==> config.mk <==
export PLATFORM = sky130hd
export DESIGN_NAME = exc_ctrl_flat
export DESIGN_NICKNAME = d
export VERILOG_FILES = /design/src/rtl/exc_ctrl_pkg.sv /design/src/rtl/exc_ctrl_if.sv /design/src/rtl/exc_ctrl_irq_sync.sv /design/src/rtl/exc_ctrl.sv /design/src/flat_wrapper.sv
export SDC_FILE = /design/constraint.sdc
export NUM_CORES = 1
export LEC_CHECK = 0
export ABC_AREA = 1
export CAP_MARGIN = 20
export CORE_ASPECT_RATIO = 2
export CORE_UTILIZATION = 43
export CTS_CLUSTER_SIZE = 14
export DETAILED_ROUTE_END_ITERATION = 16
export PLACE_DENSITY = 0.79
export SETUP_SLACK_MARGIN = 0.05
export SLEW_MARGIN = 20
export SYNTH_ARGS = -nofsm -noshare
export SYNTH_HDL_FRONTEND = slang
export SYNTH_HIERARCHICAL = 1
export SYNTH_SLANG_ARGS = --single-unit
==> constraint.sdc <==
create_clock -name clk -period 1.4 [get_ports clk]
set_input_delay 0.14 -clock clk [delete_from_list [all_inputs] [get_ports clk]]
set_output_delay 0.14 -clock clk [all_outputs]
set_load 0.02 [all_outputs]
==> src/rtl/exc_ctrl_pkg.sv <==
// Shared definitions for the exception controller: cause codes, FSM encoding
// and the default handler entry point.
package exc_ctrl_pkg;

    localparam logic [4:0] CAUSE_INT  = 5'd0;
    localparam logic [4:0] CAUSE_SYS  = 5'd8;
    localparam logic [4:0] CAUSE_ILL  = 5'd10;
    localparam logic [4:0] CAUSE_PRIV = 5'd11;
    localparam logic [4:0] CAUSE_OVF  = 5'd12;

    localparam logic [0:0] ST_IDLE  = 1'b0;
    localparam logic [0:0] ST_FLUSH = 1'b1;

    localparam logic [31:0] VECTOR_ADDR_DEF = 32'h0000_0080;

    typedef enum logic [1:0] {
        EV_NONE,
        EV_EXC,
        EV_RFE
    } ev_kind_e;

endpackage

==> src/rtl/exc_ctrl_if.sv <==
// Pipeline/status-register side of the exception controller: EX-stage faults,
// interrupt lines, status feedback, and the pulses/redirect it produces.
interface exc_ctrl_if #(
    parameter int NUM_IRQ = 6
);
    logic [NUM_IRQ-1:0] irq;
    logic               IE_c;
    logic               s_u_c;
    logic               ex_valid;
    logic [31:0]        ex_pc;
    logic               ex_illegal;
    logic               ex_priv;
    logic               ex_ovf;
    logic               ex_syscall;
    logic               ex_rfe;

    logic               exception;
    logic               rfe;
    logic               flush;
    logic               pc_redirect;
    logic [31:0]        redirect_pc;
    logic [31:0]        epc;
    logic [4:0]         cause;
    logic [NUM_IRQ-1:0] irq_pending;

    modport master (
        output irq, IE_c, s_u_c, ex_valid, ex_pc, ex_illegal, ex_priv,
               ex_ovf, ex_syscall, ex_rfe,
        input  exception, rfe, flush, pc_redirect, redirect_pc, epc, cause,
               irq_pending
    );

    modport slave (
        input  irq, IE_c, s_u_c, ex_valid, ex_pc, ex_illegal, ex_priv,
               ex_ovf, ex_syscall, ex_rfe,
        output exception, rfe, flush, pc_redirect, redirect_pc, epc, cause,
               irq_pending
    );
endinterface

==> src/rtl/exc_ctrl_irq_sync.sv <==
// Two-flop synchroniser for a bus of independent level-sensitive lines.
module exc_ctrl_irq_sync #(
    parameter int WIDTH = 1
) (
    input  logic             clk,
    input  logic             rst,
    input  logic [WIDTH-1:0] d,
    output logic [WIDTH-1:0] q
);
    logic [WIDTH-1:0] meta;

    always_ff @(posedge clk or negedge rst) begin
        if (!rst) begin
            meta <= '0;
            q    <= '0;
        end else begin
            meta <= d;
            q    <= meta;
        end
    end
endmodule

==> src/rtl/exc_ctrl.sv <==
// Exception/interrupt controller: prioritises EX-stage faults and interrupts,
// captures EPC/cause, and issues exception/rfe pulses plus flush and redirect.
//
// state | meaning
// IDLE  | events evaluated on ex_valid cycles
// FLUSH | flush asserted, all inputs ignored
module exc_ctrl
    import exc_ctrl_pkg::*;
#(
    parameter int          NUM_IRQ      = 6,
    parameter logic [31:0] VECTOR_ADDR  = VECTOR_ADDR_DEF,
    parameter int          FLUSH_CYCLES = 2
) (
    input logic       clk,
    input logic       rst,
    exc_ctrl_if.slave bus
);
    localparam logic [2:0] CNT_LAST = 3'(FLUSH_CYCLES - 1);

    logic [0:0]         state;
    logic [2:0]         cnt;
    logic               exception_q;
    logic               rfe_q;
    logic               flush_q;
    logic               redirect_q;
    logic [31:0]        redirect_pc_q;
    logic [31:0]        epc_q;
    logic [4:0]         cause_q;
    logic [NUM_IRQ-1:0] pending;
    ev_kind_e           ev_kind;
    logic [4:0]         ev_code;

    exc_ctrl_irq_sync #(.WIDTH(NUM_IRQ)) u_irq_sync (
        .clk (clk),
        .rst (rst),
        .d   (bus.irq),
        .q   (pending)
    );

    always_comb begin
        ev_kind = EV_NONE;
        ev_code = CAUSE_INT;
        if (state == ST_IDLE && bus.ex_valid) begin
            if (bus.ex_illegal) begin
                ev_kind = EV_EXC;
                ev_code = CAUSE_ILL;
            end else if ((bus.ex_priv || bus.ex_rfe) && !bus.s_u_c) begin
                ev_kind = EV_EXC;
                ev_code = CAUSE_PRIV;
            end else if (bus.ex_ovf) begin
                ev_kind = EV_EXC;
                ev_code = CAUSE_OVF;
            end else if (bus.ex_syscall) begin
                ev_kind = EV_EXC;
                ev_code = CAUSE_SYS;
            end else if ((|pending) && bus.IE_c) begin
                ev_kind = EV_EXC;
                ev_code = CAUSE_INT;
            end else if (bus.ex_rfe) begin
                ev_kind = EV_RFE;
            end
        end
    end

    // The final flush cycle is spent in IDLE so the next event can be decided
    // FLUSH_CYCLES edges after the previous one.
    always_ff @(posedge clk or negedge rst) begin
        if (!rst) begin
            state         <= ST_IDLE;
            cnt           <= '0;
            exception_q   <= 1'b0;
            rfe_q         <= 1'b0;
            flush_q       <= 1'b0;
            redirect_q    <= 1'b0;
            redirect_pc_q <= '0;
            epc_q         <= '0;
            cause_q       <= '0;
        end else begin
            exception_q <= 1'b0;
            rfe_q       <= 1'b0;
            redirect_q  <= 1'b0;
            case (state)
                ST_IDLE: begin
                    flush_q <= 1'b0;
                    if (ev_kind != EV_NONE) begin
                        flush_q    <= 1'b1;
                        redirect_q <= 1'b1;
                        cnt        <= '0;
                        state      <= (FLUSH_CYCLES > 1) ? ST_FLUSH : ST_IDLE;
                        if (ev_kind == EV_EXC) begin
                            exception_q   <= 1'b1;
                            redirect_pc_q <= VECTOR_ADDR;
                            epc_q         <= bus.ex_pc;
                            cause_q       <= ev_code;
                        end else begin
                            rfe_q         <= 1'b1;
                            redirect_pc_q <= epc_q;
                        end
                    end
                end
                default: begin
                    cnt <= cnt + 3'd1;
                    if (cnt + 3'd1 == CNT_LAST) begin
                        state <= ST_IDLE;
                    end
                end
            endcase
        end
    end

    assign bus.exception   = exception_q;
    assign bus.rfe         = rfe_q;
    assign bus.flush       = flush_q;
    assign bus.pc_redirect = redirect_q;
    assign bus.redirect_pc = redirect_pc_q;
    assign bus.epc         = epc_q;
    assign bus.cause       = cause_q;
    assign bus.irq_pending = pending;
endmodule

==> src/flat_wrapper.sv <==
// flat-port wrapper written by rule: the top's interface ports become plain ports
module exc_ctrl_flat import exc_ctrl_pkg::*;
#(
    parameter int          NUM_IRQ      = 6,
    parameter logic [31:0] VECTOR_ADDR  = VECTOR_ADDR_DEF,
    parameter int          FLUSH_CYCLES = 2
)
  (clk, rst, bus_irq, bus_IE_c, bus_s_u_c, bus_ex_valid, bus_ex_pc, bus_ex_illegal, bus_ex_priv, bus_ex_ovf, bus_ex_syscall, bus_ex_rfe, bus_exception, bus_rfe, bus_flush, bus_pc_redirect, bus_redirect_pc, bus_epc, bus_cause, bus_irq_pending);
  exc_ctrl_if #(.NUM_IRQ(NUM_IRQ)) bus_i ();
  input logic clk;
  input logic rst;
  input wire logic [$bits(bus_i.irq)-1:0] bus_irq;
  input wire logic [$bits(bus_i.IE_c)-1:0] bus_IE_c;
  input wire logic [$bits(bus_i.s_u_c)-1:0] bus_s_u_c;
  input wire logic [$bits(bus_i.ex_valid)-1:0] bus_ex_valid;
  input wire logic [$bits(bus_i.ex_pc)-1:0] bus_ex_pc;
  input wire logic [$bits(bus_i.ex_illegal)-1:0] bus_ex_illegal;
  input wire logic [$bits(bus_i.ex_priv)-1:0] bus_ex_priv;
  input wire logic [$bits(bus_i.ex_ovf)-1:0] bus_ex_ovf;
  input wire logic [$bits(bus_i.ex_syscall)-1:0] bus_ex_syscall;
  input wire logic [$bits(bus_i.ex_rfe)-1:0] bus_ex_rfe;
  output wire logic [$bits(bus_i.exception)-1:0] bus_exception;
  output wire logic [$bits(bus_i.rfe)-1:0] bus_rfe;
  output wire logic [$bits(bus_i.flush)-1:0] bus_flush;
  output wire logic [$bits(bus_i.pc_redirect)-1:0] bus_pc_redirect;
  output wire logic [$bits(bus_i.redirect_pc)-1:0] bus_redirect_pc;
  output wire logic [$bits(bus_i.epc)-1:0] bus_epc;
  output wire logic [$bits(bus_i.cause)-1:0] bus_cause;
  output wire logic [$bits(bus_i.irq_pending)-1:0] bus_irq_pending;
  assign bus_i.irq = bus_irq;
  assign bus_i.IE_c = bus_IE_c;
  assign bus_i.s_u_c = bus_s_u_c;
  assign bus_i.ex_valid = bus_ex_valid;
  assign bus_i.ex_pc = bus_ex_pc;
  assign bus_i.ex_illegal = bus_ex_illegal;
  assign bus_i.ex_priv = bus_ex_priv;
  assign bus_i.ex_ovf = bus_ex_ovf;
  assign bus_i.ex_syscall = bus_ex_syscall;
  assign bus_i.ex_rfe = bus_ex_rfe;
  assign bus_exception = bus_i.exception;
  assign bus_rfe = bus_i.rfe;
  assign bus_flush = bus_i.flush;
  assign bus_pc_redirect = bus_i.pc_redirect;
  assign bus_redirect_pc = bus_i.redirect_pc;
  assign bus_epc = bus_i.epc;
  assign bus_cause = bus_i.cause;
  assign bus_irq_pending = bus_i.irq_pending;
  exc_ctrl #(.NUM_IRQ(NUM_IRQ), .VECTOR_ADDR(VECTOR_ADDR), .FLUSH_CYCLES(FLUSH_CYCLES)) u_core (.clk(clk), .rst(rst), .bus(bus_i));
endmodule
==> results.cfg, run 1 <==
[outcome]
outcome = completed

[power]
switching_power_uw = 4440
power_frac_clock = 0.212
vdd_drop_max_mv = 1.22
p_leak_uw = 0.00270
power_frac_comb = 0.430
p_int_uw = 6830
p_per_area_nw_per_um2 = 2150
switching_share = 0.394
seqPwrFrac = 0.357

[routing]
drcViolationCount = 0
vias = 2780
avgViaCountPerCell = 4.99
avgRoutedWirePerCell_um = 15.9
drt_pass1_iterations = 4
drt_wl_total_um = 8870
drtIter0Drc = 201
antenna_left = 0

[clock_tree]
clk_latency_ns = 0.34
cts_htree_levels = 3
clk_pin_slew_ns = 0.07
cts_tree = done
cts_root_buffer = clkbuf_16
numCtsBuffers = 9
clk_path_buf_depth = 2
cts.sinks = 88

[global_route]
gr-total-overflow = 0
grt_max_degree = 44
grt_pass1_vias = 2915
grt_use_total = 0.236
antenna_found_initial = 0
grt_pass1_wl_um = 14000

[setup_path]
critPathMaxFanout = 8
required_ns = 1.67
crit_type = flip-flop to flip-flop
r2r_slack_ns = 0.01
cp_num_buf_inv = 2
crit_slowest_cell = dfrtp_1
r2r_cells = 9
setup.worst_path.start_class = flip-flop
critical_path_depth = 9
cp_slowest_stage_delay_ns = 0.39
endpoint_kind = flip-flop
worstSetupStartpoint = u_core/u_irq_sync/q[4]
cp.arrival_ns = 1.65
critPathTopFamily = simple AND/OR/NAND/NOR gates
reg2reg_from = u_core/u_irq_sync/q[4]
r2r-end = u_core/bus.redirect_pc[2]
crit_chain = nor2_1 > nand3_1 > nand2_2 > nand2_4 > nand2_8 > buf_8 > buf_16 > nand3_2 > o21ai_1

[synthesis]
syn_area_um2 = 3260
synth.distinct_cells = 22
yosys-mux-area-fraction = 0
synthSimpleGateAreaFrac = 0.203
yosysWarnings = 6
syn_area_per_cell_um2 = 10.2
synth_top_family_by_area = simple AND/OR/NAND/NOR gates
synth-seq-cells = 88
syn_nets = 369
synth_compound_area_frac = 0.0580
synthCells = 319
yosysSeqAreaShare = 0.676
synth_xor_area_frac = 0.00269
synth-adder-area-share = 0.00768

[place]
dpl.hpwl_um = 5800
gp_congestion = 0.798
io_buffers = 125
post_dp_cell_area_um2 = 4700

[timing]
setup_tns_ns = 0
fin_crit_sh = 0.990
rsz0062_at_grt = true
drv_slew = 0
min_period_ns = 1.39
hold_viol_final = 0
finClkSkew_ns = 0.00858
max_freq_mhz = 722
final-setup-viol-count = 0

[final_layout]
num-nets-final = 510
fillers = 569
most-common-layout-cells = 106 x nand2_1, 86 x dfrtp_1, 78 x dlygate4sd2_1, 46 x clkdlybuf4s50_1, 23 x o21ai_1
fin_area_um2 = 5240
seq_area_um2 = 2200
areaGrowthSynthToFinish_pct = 60.8
drive_gt1_frac = 0.176
multiInputGateArea_um2 = 1040
n_antenna_cell = 0
layout_commonest_cell = nand2_1

[die]
die_h_um = 125
pin_count = 127
rows = 44
core_area_um2 = 7320
die_w_um = 63.6
start_util = 0.445
dieArea_um2 = 7950

[job]
max_cap_violations = 0

[hold_path]
hold_end = u_core/u_irq_sync/meta[4]
min_path_cells = 1
worstHoldStart = bus_irq[4]
hold_path.class = primary input to flip-flop
-- power by group through the flow --
stage | clock (uW) | combinational, uW | sequential, uW
2_1_floorplan | 0 | 1370 | 5090
3_3_place_gp | 0 | 4840 | 4020
3_5_place_dp | 0 | 4950 | 4040
4_1_cts | 2450 | 4700 | 4010
5_1_grt | 2540 | 5180 | 4130
6_report | 2390 | 4850 | 4030
-- kinds of logic (layout without fill, tap and decap cells) --
| kind of cell | Yosys count | after routing |
|---|---|---|
| other | 1 | 1 |
| AOI/OAI and AO/OA | 36 | 36 |
| and+or+nand+nor | 162 | 162 |
| DFF | 88 | 88 |
| buffers and inverters | 29 | 175 |
| xor gates and xnor gates | 1 | 1 |
| adders and majority gates | 2 | 2 |
-- through the flow --
step | util | setup slack, ns | std cells | total power (uW) | hold WS (ns)
2_1_floorplan | - | 0.0503 | 319 | 6460 | -0.156
3_3_place_gp | 0.642 | -0.319 | 532 | 8860 | 0.0883
3_5_place_dp | 0.642 | -0.370 | 532 | 8990 | 0.0886
4_1_cts | 0.701 | -0.0412 | 554 | 11200 | 0.225
5_1_grt | 0.716 | -0.123 | 557 | 11900 | 0.233
6_report | 0.716 | 0.0146 | 557 | 11300 | 0.235
-- worst max path at each step --
stage	to	slack, ns
final	u_core/bus.redirect_pc[2]	0.01
after global routing	u_core/bus.redirect_pc[3]	-0.12
after CTS	u_core/bus.redirect_pc[29]	-0.04
after detailed placement	u_core/bus.epc[0]	-0.37
after global placement	u_core/bus.epc[31]	-0.32
after floorplan	u_core/bus.redirect_pc[7]	0.05
-- cell type report --
cell class | count | share of cell area
Clock buffer | 9 | 0.0430
Clock inverter | 7 | 0.0153
Inverter | 10 | 0.00860
Multi-Input combinational cell | 202 | 0.198
Sequential cell | 88 | 0.421
Tap cell | 92 | 0.0220
Timing Repair Buffer | 149 | 0.292
-- registers in the layout, indices dropped and copies added, names as in the netlist --
register / flops
u_core/bus.flush: 1
u_core/bus.epc: 32
u_core/bus.cause: 4
u_core/bus.redirect_pc: 32
u_core/bus.exception: 1
u_core/u_irq_sync/q: 6
u_core/cnt: 3
u_core/bus.pc_redirect: 1
u_core/u_irq_sync/meta: 6
u_core/state: 1
u_core/bus.rfe: 1
-- worst register-to-register path, delay by kind of cell (launching register included) --
| kind | cells | cell delay [ns] |
|---|---|---|
| DFF | 1 | 0.39 |
| buffers and inverters | 2 | 0.28 |
| AOI/OAI and AO/OA | 1 | 0.08 |
| and+or+nand+nor | 6 | 0.57 |
-- synthesized netlist by cell type (all sizes together) --
library cell / instances / share of area
dfrtp: 88 / 0.68
conb: 1 / 0.0012
buf: 16 / 0.037
nor2: 8 / 0.010
or2: 1 / 0.0019
nand3: 33 / 0.051
nand4: 3 / 0.0058
ha: 2 / 0.0077
o21a: 1 / 0.0023
inv: 10 / 0.012
o31ai: 1 / 0.0023
nand2: 117 / 0.13
xor2: 1 / 0.0027
o21ai: 34 / 0.053
clkbuf: 3 / 0.0035
-- repair_timing --
item	in CTS	in global routing
setup buffers	1	2
cloned	4	1
gates resized for setup	108	18
endpoints found under the setup margin	152	73
pin swaps	7	5
hold endpoints to repair	28	0
hold buffers	1	0
-- per-layer routing --
metal | up-vias | track usage | wire [um]
li1 | 1321 | - | -
met1 | 1351 | 0.252 | 3170
met2 | 89 | 0.419 | 5080
met3 | 19 | 0.0502 | 350
met4 | 0 | 0.128 | 261
met5 | - | 0 | 0
(Power assumes the default switching activity.)
==> run 2: changes to the inputs <==
--- a/config.mk
+++ b/config.mk
@@ -9,6 +9,7 @@
 export CAP_MARGIN = 20
 export CORE_ASPECT_RATIO = 2
 export CORE_UTILIZATION = 43
+export CTS_CLUSTER_DIAMETER = 40
 export CTS_CLUSTER_SIZE = 14
 export DETAILED_ROUTE_END_ITERATION = 16
 export PLACE_DENSITY = 0.79
==> constraint.sdc (replaced) <==
create_clock -name clk -period 1.4 [get_ports clk]
set_input_delay 0.14 -clock clk [delete_from_list [all_inputs] [get_ports clk]]
set_output_delay 0.14 -clock clk [all_outputs]
set_load 0.1 [all_outputs]
==> results.cfg, run 2 (synthesis gave the netlist of run 1 again) <==
[outcome]
outcome = finished with violations
violations = setup timing

[die]
die_w_um = 63.6
start_util = 0.445
dieArea_um2 = 7950
rows = 44
die_h_um = 125
core_area_um2 = 7320
pin_count = 127

[routing]
drcViolationCount = 0
drt_pass1_iterations = 4
vias = 3005
avgViaCountPerCell = 5.35
drtIter0Drc = 209
avgRoutedWirePerCell_um = 19.1
drt_wl_total_um = 10700
antenna_left = 0

[global_route]
antenna_found_initial = 0
use_met2 = 0.487
gr-total-overflow = 0
met1_usage = 0.289
gr-usage-met3 = 0.0447
grt_max_degree = 89
grt_use_total = 0.274
busiest_layer = met2
grt_pass1_vias = 3036
grt_pass1_wl_um = 16000

[place]
dpl.hpwl_um = 6860
gp_congestion = 0.865
io_buffers = 125
post_dp_cell_area_um2 = 5520
dpl.cell_count = 537

[setup_path]
crit_chain = nor2_4 > nand3_2 > nand2_2 > nand2_4 > nand2_8 > inv_4 > clkbuf_16 > nand2_1 > nand2_1
required_ns = 1.62
setup.worst_path.start_class = flip-flop
r2r_slack_ns = -0.15
reg2reg_from = u_core/u_irq_sync/q[2]
worstSetupStartpoint = u_core/u_irq_sync/q[2]
cp_slowest_stage_delay_ns = 0.48
r2r_cells = 9
crit_slowest_cell = dfrtp_4
crit_type = flip-flop to flip-flop
crit_top_cell = nand2_1
critPathMaxFanout = 10
r2r-end = u_core/bus.epc[27]
cp.arrival_ns = 1.77
endpoint_kind = flip-flop
endpoint = u_core/bus.epc[27]

[clock_tree]
cts_tree = done
cts.sinks = 88
numCtsBuffers = 9
clk_pin_slew_ns = 0.06
cts_root_buffer = clkbuf_16
clk_path_buf_depth = 2
clk_latency_ns = 0.34
cts_htree_levels = 3

[timing]
setup_slack_ns = -0.150
holdWs_ns = 0.244
final-setup-viol-count = 73
rsz0062_at_grt = true
hold_viol_final = 0
fin_crit_sh = 1.11
drv_slew = 0
finClkSkew_ns = 0.00713
max_freq_mhz = 645
min_period_ns = 1.55

[hold_path]
hold_path.class = primary input to flip-flop

[final_layout]
stdcell_count = 562
areaGrowthSynthToFinish_pct = 88.8
fillers = 332
drive_gt1_frac = 0.360
n_antenna_cell = 0
layout_commonest_cell = nand2_1
most-common-layout-cells = 100 x nand2_1, 86 x buf_12, 82 x dfrtp_1, 46 x clkdlybuf4s50_1, 27 x nand3_1
num-nets-final = 515
fin_area_um2 = 6150

[job]
max_cap_violations = 0
run 2: cell types whose count changed in the layout (fill, tap and decap cells not counted), moves of 6 or more:
| cell | before | now |
|---|---|---|
| nand2_1 | 106 | 100 |
| nand3_1 | 19 | 27 |
| dlygate4sd2_1 | 78 | 0 |
| buf_12 | 7 | 86 |
| nand3_2 | 14 | 4 |
| dfrtp_4 | 0 | 6 |
run 2: metal layers:
layer	up-vias	wire length, um	part of all wire
met5	-	0	0
met3	38	478	0.045
met1	1513	3550	0.33
met2	136	6080	0.57
met4	0	615	0.057
li1	1318	-	-
run 2: worst min path at each step:
stage               start                   endpoint  slack [ns]  cells after the start
6_report       bus_irq[3]  u_core/u_irq_sync/meta[3]        0.24                      1
5_1_grt        bus_irq[0]  u_core/u_irq_sync/meta[0]        0.25                      1
3_5_place_dp          rst     u_core/u_irq_sync/q[0]        0.23                      2
3_3_place_gp          rst     u_core/u_irq_sync/q[4]        0.20                      2
2_1_floorplan         rst        u_core/bus.cause[0]       -0.16                      0
4_1_cts        bus_irq[3]  u_core/u_irq_sync/meta[3]        0.24                      1
run 2: final cells by class:
cell class              instances  area [um^2]  area share
inverters                      10         42.5     0.00691
well taps                      92          115      0.0187
clock buffers                  12          246      0.0401
flip-flops and latches         88         2220       0.362
repair buffers                153         2430       0.394
clock inverters                 4         20.0     0.00325
multi-input cells             203         1080       0.175
run 2: worst max-delay path, delay by kind of cell (launching register included):
kind / cells / cell delay [ns]
buf+inv: 2 / 0.23
flops: 1 / 0.48
simple gates: 7 / 0.72
run 2: through the flow:
| step | utilization | setup slack, ns | TNS (ns) |
|---|---|---|---|
| after global placement | 0.753 | -0.274 | -17.10 |
| after CTS | 0.816 | -0.0799 | -2.45 |
| final | 0.840 | -0.150 | -5.74 |
| after floorplan | - | -0.136 | -7.55 |
| after global routing | 0.840 | -0.185 | -9.49 |
| after detailed placement | 0.753 | -0.372 | -23.67 |
run 2: repair_timing:
item	in CTS	in global routing
pin swaps	2	6
cloned	2	4
buffers inserted	2	1
endpoints found under the setup margin	74	75
hold endpoints to repair	88	0
hold buffers	1	0
gates resized for setup	28	31
Power of run 2 is left out: the tool's default activity adds up to more than one toggle a clock period on the data nets, which glitch-free logic cannot reach.
